$ cat config.mk
export PLATFORM = sky130hd
export DESIGN_NAME = encoder_8_to_3_scan_flat
export DESIGN_NICKNAME = d
export VERILOG_FILES = /design/src/rtl/encoder_8_to_3_scan_if.sv /design/src/rtl/encoder_8_to_3_scan.sv /design/src/flat_wrapper.sv
export SDC_FILE = /design/constraint.sdc
export NUM_CORES = 1
export LEC_CHECK = 0
export CORE_AREA = 2 2 44 46
export CTS_CLUSTER_DIAMETER = 80
export DETAILED_ROUTE_END_ITERATION = 8
export DIE_AREA = 0 0 46 48
export PLACE_DENSITY = 0.68
export REMOVE_ABC_BUFFERS = 1
export SLEW_MARGIN = 40
export SYNTH_ARGS = -nofsm -noshare
export SYNTH_HDL_FRONTEND = slang
export SYNTH_SLANG_ARGS = --single-unit
$ cat constraint.sdc
create_clock -name CLK -period 4.3 [get_ports CLK]
set_input_delay 0.86 -clock CLK [delete_from_list [all_inputs] [get_ports CLK]]
set_output_delay 0.86 -clock CLK [all_outputs]
set_load 0.05 [all_outputs]
$ cat src/rtl/encoder_8_to_3_scan_if.sv
// Request/code handshake bundle for the sequential 8-to-3 priority encoder.
// Latency: none, wires only.
// Backpressure: READY from the consumer; VALID/CODE from the encoder.
//
// Signals:
//   G      enable; low pauses scanning
//   LOAD   request to capture IN (only honoured in IDLE with G=1)
//   IN     8-bit request vector, bit i requests code i
//   READY  consumer takes CODE this cycle
//   CODE   index of current highest-priority pending bit
//   VALID  CODE is valid
//   BUSY   encoder is scanning (LOAD ignored)
//   DONE   one-cycle pulse, all captured bits emitted
//   EMPTY  one-cycle pulse, LOAD accepted with IN == 0
interface encoder_8_to_3_scan_if;
    logic       G;
    logic       LOAD;
    logic [7:0] IN;
    logic       READY;
    logic [2:0] CODE;
    logic       VALID;
    logic       BUSY;
    logic       DONE;
    logic       EMPTY;

    // Encoder side.
    modport slave (
        input  G, LOAD, IN, READY,
        output CODE, VALID, BUSY, DONE, EMPTY
    );

    // Requester / consumer side.
    modport master (
        output G, LOAD, IN, READY,
        input  CODE, VALID, BUSY, DONE, EMPTY
    );
endinterface

$ cat src/rtl/encoder_8_to_3_scan.sv
// Serialises a multi-hot 8-bit request word into 3-bit indices, one per handshake.
// Latency: LOAD accepted at edge t gives VALID and the first CODE from t+1; one code/cycle.
// Backpressure: READY=0 holds CODE and pending; G=0 freezes scanning and drops VALID.
//
// Ports:
//   CLK      rising-edge clock
//   RESET_N  synchronous active-low reset
//   bus      encoder_8_to_3_scan_if.slave (G, LOAD, IN, READY in; CODE, VALID,
//            BUSY, DONE, EMPTY out)
module encoder_8_to_3_scan #(
    parameter bit HIGH_FIRST = 1'b1
) (
    input  logic                        CLK,
    input  logic                        RESET_N,
    encoder_8_to_3_scan_if.slave        bus
);

    localparam logic [0:0] ST_IDLE = 1'b0;
    localparam logic [0:0] ST_SCAN = 1'b1;

    logic [0:0] state_q,   state_d;
    logic [7:0] pending_q, pending_d;
    logic       done_q,    done_d;
    logic       empty_q,   empty_d;

    logic [2:0] code;
    logic [7:0] clr_mask;
    logic [7:0] pending_clr;
    logic       valid;
    logic       xfer;

    // Priority index of the pending word. The last match in the loop wins,
    // so the scan direction sets the priority. Pending == 0 yields 0.
    always_comb begin
        code = 3'd0;
        if (HIGH_FIRST) begin
            for (int i = 0; i < 8; i++) begin
                if (pending_q[i]) code = 3'(i);
            end
        end else begin
            for (int i = 7; i >= 0; i--) begin
                if (pending_q[i]) code = 3'(i);
            end
        end
    end

    assign clr_mask    = 8'b1 << code;
    assign pending_clr = pending_q & ~clr_mask;
    assign valid       = (state_q == ST_SCAN) && bus.G;
    assign xfer        = valid && bus.READY;

    always_comb begin
        state_d   = state_q;
        pending_d = pending_q;
        done_d    = 1'b0;
        empty_d   = 1'b0;
        case (state_q)
            ST_IDLE: begin
                if (bus.G && bus.LOAD) begin
                    if (bus.IN != 8'h00) begin
                        pending_d = bus.IN;
                        state_d   = ST_SCAN;
                    end else begin
                        empty_d = 1'b1;
                    end
                end
            end
            ST_SCAN: begin
                // LOAD is ignored here; only a transfer changes pending.
                if (xfer) begin
                    pending_d = pending_clr;
                    if (pending_clr == 8'h00) begin
                        state_d = ST_IDLE;
                        done_d  = 1'b1;
                    end
                end
            end
            default: begin
                state_d   = ST_IDLE;
                pending_d = 8'h00;
            end
        endcase
    end

    always_ff @(posedge CLK) begin
        if (!RESET_N) begin
            state_q   <= ST_IDLE;
            pending_q <= 8'h00;
            done_q    <= 1'b0;
            empty_q   <= 1'b0;
        end else begin
            state_q   <= state_d;
            pending_q <= pending_d;
            done_q    <= done_d;
            empty_q   <= empty_d;
        end
    end

    assign bus.CODE  = code;
    assign bus.VALID = valid;
    assign bus.BUSY  = (state_q == ST_SCAN);
    assign bus.DONE  = done_q;
    assign bus.EMPTY = empty_q;

endmodule

$ cat src/flat_wrapper.sv
// flat-port wrapper written by rule: the top's interface ports become plain ports
module encoder_8_to_3_scan_flat 
#(
    parameter bit HIGH_FIRST = 1'b1
)
  (CLK, RESET_N, bus_G, bus_LOAD, bus_IN, bus_READY, bus_CODE, bus_VALID, bus_BUSY, bus_DONE, bus_EMPTY);
  encoder_8_to_3_scan_if bus_i ();
  input  logic CLK;
  input  logic RESET_N;
  input wire logic [$bits(bus_i.G)-1:0] bus_G;
  input wire logic [$bits(bus_i.LOAD)-1:0] bus_LOAD;
  input wire logic [$bits(bus_i.IN)-1:0] bus_IN;
  input wire logic [$bits(bus_i.READY)-1:0] bus_READY;
  output wire logic [$bits(bus_i.CODE)-1:0] bus_CODE;
  output wire logic [$bits(bus_i.VALID)-1:0] bus_VALID;
  output wire logic [$bits(bus_i.BUSY)-1:0] bus_BUSY;
  output wire logic [$bits(bus_i.DONE)-1:0] bus_DONE;
  output wire logic [$bits(bus_i.EMPTY)-1:0] bus_EMPTY;
  assign bus_i.G = bus_G;
  assign bus_i.LOAD = bus_LOAD;
  assign bus_i.IN = bus_IN;
  assign bus_i.READY = bus_READY;
  assign bus_CODE = bus_i.CODE;
  assign bus_VALID = bus_i.VALID;
  assign bus_BUSY = bus_i.BUSY;
  assign bus_DONE = bus_i.DONE;
  assign bus_EMPTY = bus_i.EMPTY;
  encoder_8_to_3_scan #(.HIGH_FIRST(HIGH_FIRST)) u_core (.CLK(CLK), .RESET_N(RESET_N), .bus(bus_i));
endmodule
# After elaboration in Yosys (flattened, before gate mapping)
# Index checks and enable logic that the tools add are counted.
# word_totals
in_bits	13
ff_bits	11
mem_bits_rw	0
latch_bits	0
rom_bits	0
elab_cells	39
out_inout_bits	7
memories	0
# op_classes
reduce_logical	8
multipliers	0
eq_ne	3
shift	1
n_bitwise	5
div_mod_pow	0
muxes	18
order_cmp	0
addsub	0
# ops
cell	n
2-to-1 mux 8 bit	3
2-to-1 mux 3 bit	6
one-hot mux 8 bit (2 select lines)	1
AND 8 bit	1
zero test 8 bit	1
NOT 8 bit	1
nonzero test 8 bit	1
left shift 1 x 3 -> 8 bit (first input constant)	1
2-to-1 mux 1 bit	7
AND reduction 3 bit	2
inequality test 2 x 1 -> 1 bit (second input constant)	2
logical AND 1 bit	3
NOT 1 bit	3
OR reduction 3 bit	1
inequality test 2 bit (second input constant)	1
one-hot mux 1 bit (2 select lines)	1

# Depth between registers and ports, before layout
# depth
depth_word	14
mapped_depth	6
depth_no_buf	4

# Worst setup path before layout
# OpenSTA, ideal clock, no wires.
# synth_path
path_type	register -> output
startpoint	register u_core.pending_q[3]
endpoint	output port bus_CODE[1]
n_path_buf	0
slack_ps	1754
arrival_time_ps	1686
path_stages_with_launch	3
t_required_ps	3440
path_cell_list	dfxtp_1 -> nor2_1 -> o31ai_1
# synth_via
elab_chain_len	5
# synth_lines
item	line_no	text
start, declared	encoder_8_to_3_scan.sv:22	logic [7:0] pending_q, pending_d;
start signal, assigned	encoder_8_to_3_scan.sv:93	pending_q <= pending_d;
2-to-1 mux 3 bit (5 in series)	encoder_8_to_3_scan.sv:38	if (pending_q[i]) code = 3'(i);
end, declared	flat_wrapper.sv:14	output wire logic [$bits(bus_i.CODE)-1:0] bus_CODE;
# Every way passes these cells.

# Worst setup path after layout
# layout_path
startpoint	input port bus_G
endpoint	output port bus_VALID
# layout_via
elab_chain_len	1
# layout_lines
item	line_no	text
start, declared	flat_wrapper.sv:10	input wire logic [$bits(bus_i.G)-1:0] bus_G;
logical AND 1 bit	encoder_8_to_3_scan.sv:49	assign valid = (state_q == ST_SCAN) && bus.G;
end, declared	flat_wrapper.sv:15	output wire logic [$bits(bus_i.VALID)-1:0] bus_VALID;
# Every way passes these cells.

==> impl_metrics.json <==
{
  "status": "completed",
  "fin_crit_sh_pct": 74.1,
  "grtUsageTotal_pct": 16.8,
  "core.rowCount": 15,
  "cts.repair.resized": 0,
  "antenna_found_initial": 0,
  "post-cts-setup-buffers": 0,
  "finalSetupViolations": 0,
  "hold_violations": 0,
  "cts.htree.levels": 1,
  "placed_cells": 117,
  "ys_warn_count": 0,
  "synthTopCellsByCount": "dfxtp_1 (11), a21oi_1 (8), o21ai_0 (8)",
  "total_power_mw": 0.284,
  "synth_cell_types": 32,
  "vias": 741,
  "hpwl_microns": 1220,
  "first_global_vias": 627,
  "cts_root_buf": "clkbuf_4",
  "clockBufferDepth": 2,
  "detail_route.iter0.violations": 34,
  "worst_pin_slew_ns": 0.593,
  "synth_compound_area_share_pct": 38.4,
  "fin_crit_ns": 3.19,
  "cts.sinks": 11,
  "fin_skew_ns": 0.000257,
  "fin_tns_setup_ns": 0,
  "irDropWorstVdd_v": 0.000142,
  "diodes": 0,
  "grt_max_degree": 12,
  "cap_violations": 0,
  "power.density_nw_per_um2": 319,
  "cts.hold.buffers_added": 0,
  "clock_latency_ns": 0.27,
  "synth_enable_flop_cells": 0,
  "crit_top_cell": "clkdlybuf4s50_1",
  "synth_xor_area_share_pct": 0,
  "slew_headroom_pct": 60.1,
  "yosys.area_share.simple_pct": 24.7,
  "fillers": 162,
  "drc_errors": 0,
  "synth.top_cell.area_share_pct": 33.1,
  "crit_fanout": 4,
  "drive_gt1_share_pct": 4.81,
  "io_pins": 20,
  "finalNonFillerCells": 121,
  "slew_viol_final": 0,
  "grt_pass1_wl_microns": 2710,
  "crit_chain": "clkdlybuf4s50_1, and2_1, clkdlybuf4s50_1",
  "max_freq_mhz": 314,
  "crit_family": "buffers and inverters",
  "clk_pin_slew_ns": 0.07,
  "cpMaxStageDelayCell": "clkdlybuf4s50_1",
  "cp.required_ns": 3.44,
  "gp_congestion": 0.853,
  "synth.most_common_cell": "dfxtp_1",
  "cp-start-kind": "input port",
  "critical_path_buf_inv_count": 2,
  "grt-ovfl-total": 0,
  "synthAdderAreaFrac_pct": 0,
  "viasPerCell": 6.12,
  "area_growth_pct": 33.7,
  "dieArea_sq_um": 2210,
  "multi_input_area_sq_um": 419,
  "die_y_microns": 48,
  "syn_inst": 84,
  "numCtsBuffers": 3,
  "synth_top_area_cell": "dfxtp_1",
  "worstPathArrival_ns": 2.33,
  "muxShareOfSynthArea_pct": 0,
  "endpoint_kind": "output port",
  "die_w_microns": 46,
  "syn-cell-area_sq_um": 664,
  "rsz0062_at_grt": "false",
  "synth_flop_cell": "dfxtp_1",
  "cts_tree": "built",
  "start_util_pct": 39.3,
  "port_buffers": 19,
  "syn_area_per_cell_sq_um": 7.91,
  "cpPeakStageDelay_ns": 0.80,
  "first_pass_iters": 4,
  "regArea_sq_um": 220,
  "synthArstFlopShare_pct": 0,
  "finalNetCount": 118,
  "critPathKind": "input port to output port",
  "yosysSeqAreaShare_pct": 33.1,
  "core_area_sq_um": 1690,
  "leakage_nw": 0.328,
  "wl_per_cell_microns": 13.7,
  "hp-class": "register to register",
  "synth_area_leaders": "dfxtp_1 (33%), a21oi_1 (6.0%), a32o_1 (6.0%)",
  "antenna_left": 0,
  "ys_ff_latch": 11,
  "totalWireLength_microns": 1660,
  "synth_top_family_by_area": "compound AO/OA/AOI/OAI gates"
}
==> where the power goes <==
| part | total (mW) | switching (mW) | leakage [nW] | internal, mW |
|---|---|---|---|---|
| clock | 0.0701 | 0.0342 | 0.0150 | 0.0359 |
| sequential | 0.117 | 0.0100 | 0.0896 | 0.107 |
| combinational | 0.0963 | 0.0553 | 0.223 | 0.0409 |
| total | 0.284 | 0.0995 | 0.328 | 0.184 |
==> flip-flops by register name, summed over array words and instances, names as in the netlist <==
register and flops:
u_core.bus.EMPTY 1, u_core.bus.BUSY 1, u_core.pending_q 8, u_core.bus.DONE 1
==> cells by family after synthesis <==
| kind of cell | count (synthesis) |
|---|---|
| simple gates | 31 |
| buf+inv | 6 |
| flops | 11 |
| compound gates | 36 |
==> layout make-up <==
cell class | count | area share (%)
Multi-Input combinational cell | 67 | 47.2
Sequential cell | 11 | 24.8
Timing Repair Buffer | 19 | 21.4
Clock buffer | 4 | 2.96
Tap cell | 17 | 2.39
Inverter | 3 | 1.27
==> worst min-delay path: stages, from the launching register on <==
cell     delay [ns]
dfxtp_1        0.38
nand3_1        0.10
a21oi_1        0.06
==> cell usage in the layout (no fill, tap or decap), types with 3 or more instances in the layout <==
cell	count
nand2_1	7
a32o_1	4
dfxtp_1	11
o21ai_0	8
and3_1	3
a21oi_1	8
clkbuf_4	3
nor2_1	6
inv_1	3
clkdlybuf4s50_1	19
==> stage by stage <==
stage	cell area (sq um)	utilization (%)	setup WS, ns	hold WS, ns
detailed placement	862	51.0	1.11	0.562
global route	888	52.6	1.06	0.607
CTS	888	52.6	1.10	0.570
floorplan	651	-	1.75	0.512
global placement	862	51.0	1.14	0.558
finish	888	52.6	1.11	0.575
==> per-layer routing <==
layer,up-vias,wire (microns),global-route usage [%]
met5,-,0,0
met4,0,6,5.14
met3,2,121,3.40
met2,35,753,26.4
met1,334,775,23.2
li1,370,-,-
==> path summary, 6_finish.rpt <==
| kind | slack [ns] | depth (start not counted) | endpoint | from |
|---|---|---|---|---|
| setup / recovery | 1.11 | 3 | bus_VALID | bus_G |
| hold / removal | 0.58 | 2 | u_core.pending_q[7] | u_core.pending_q[7] |
| setup reg to reg | 2.54 | 4 | u_core.bus.BUSY | u_core.pending_q[6] |
| hold reg to reg | 0.58 | 2 | u_core.pending_q[7] | u_core.pending_q[7] |
Power figures use the tool's default switching activity.
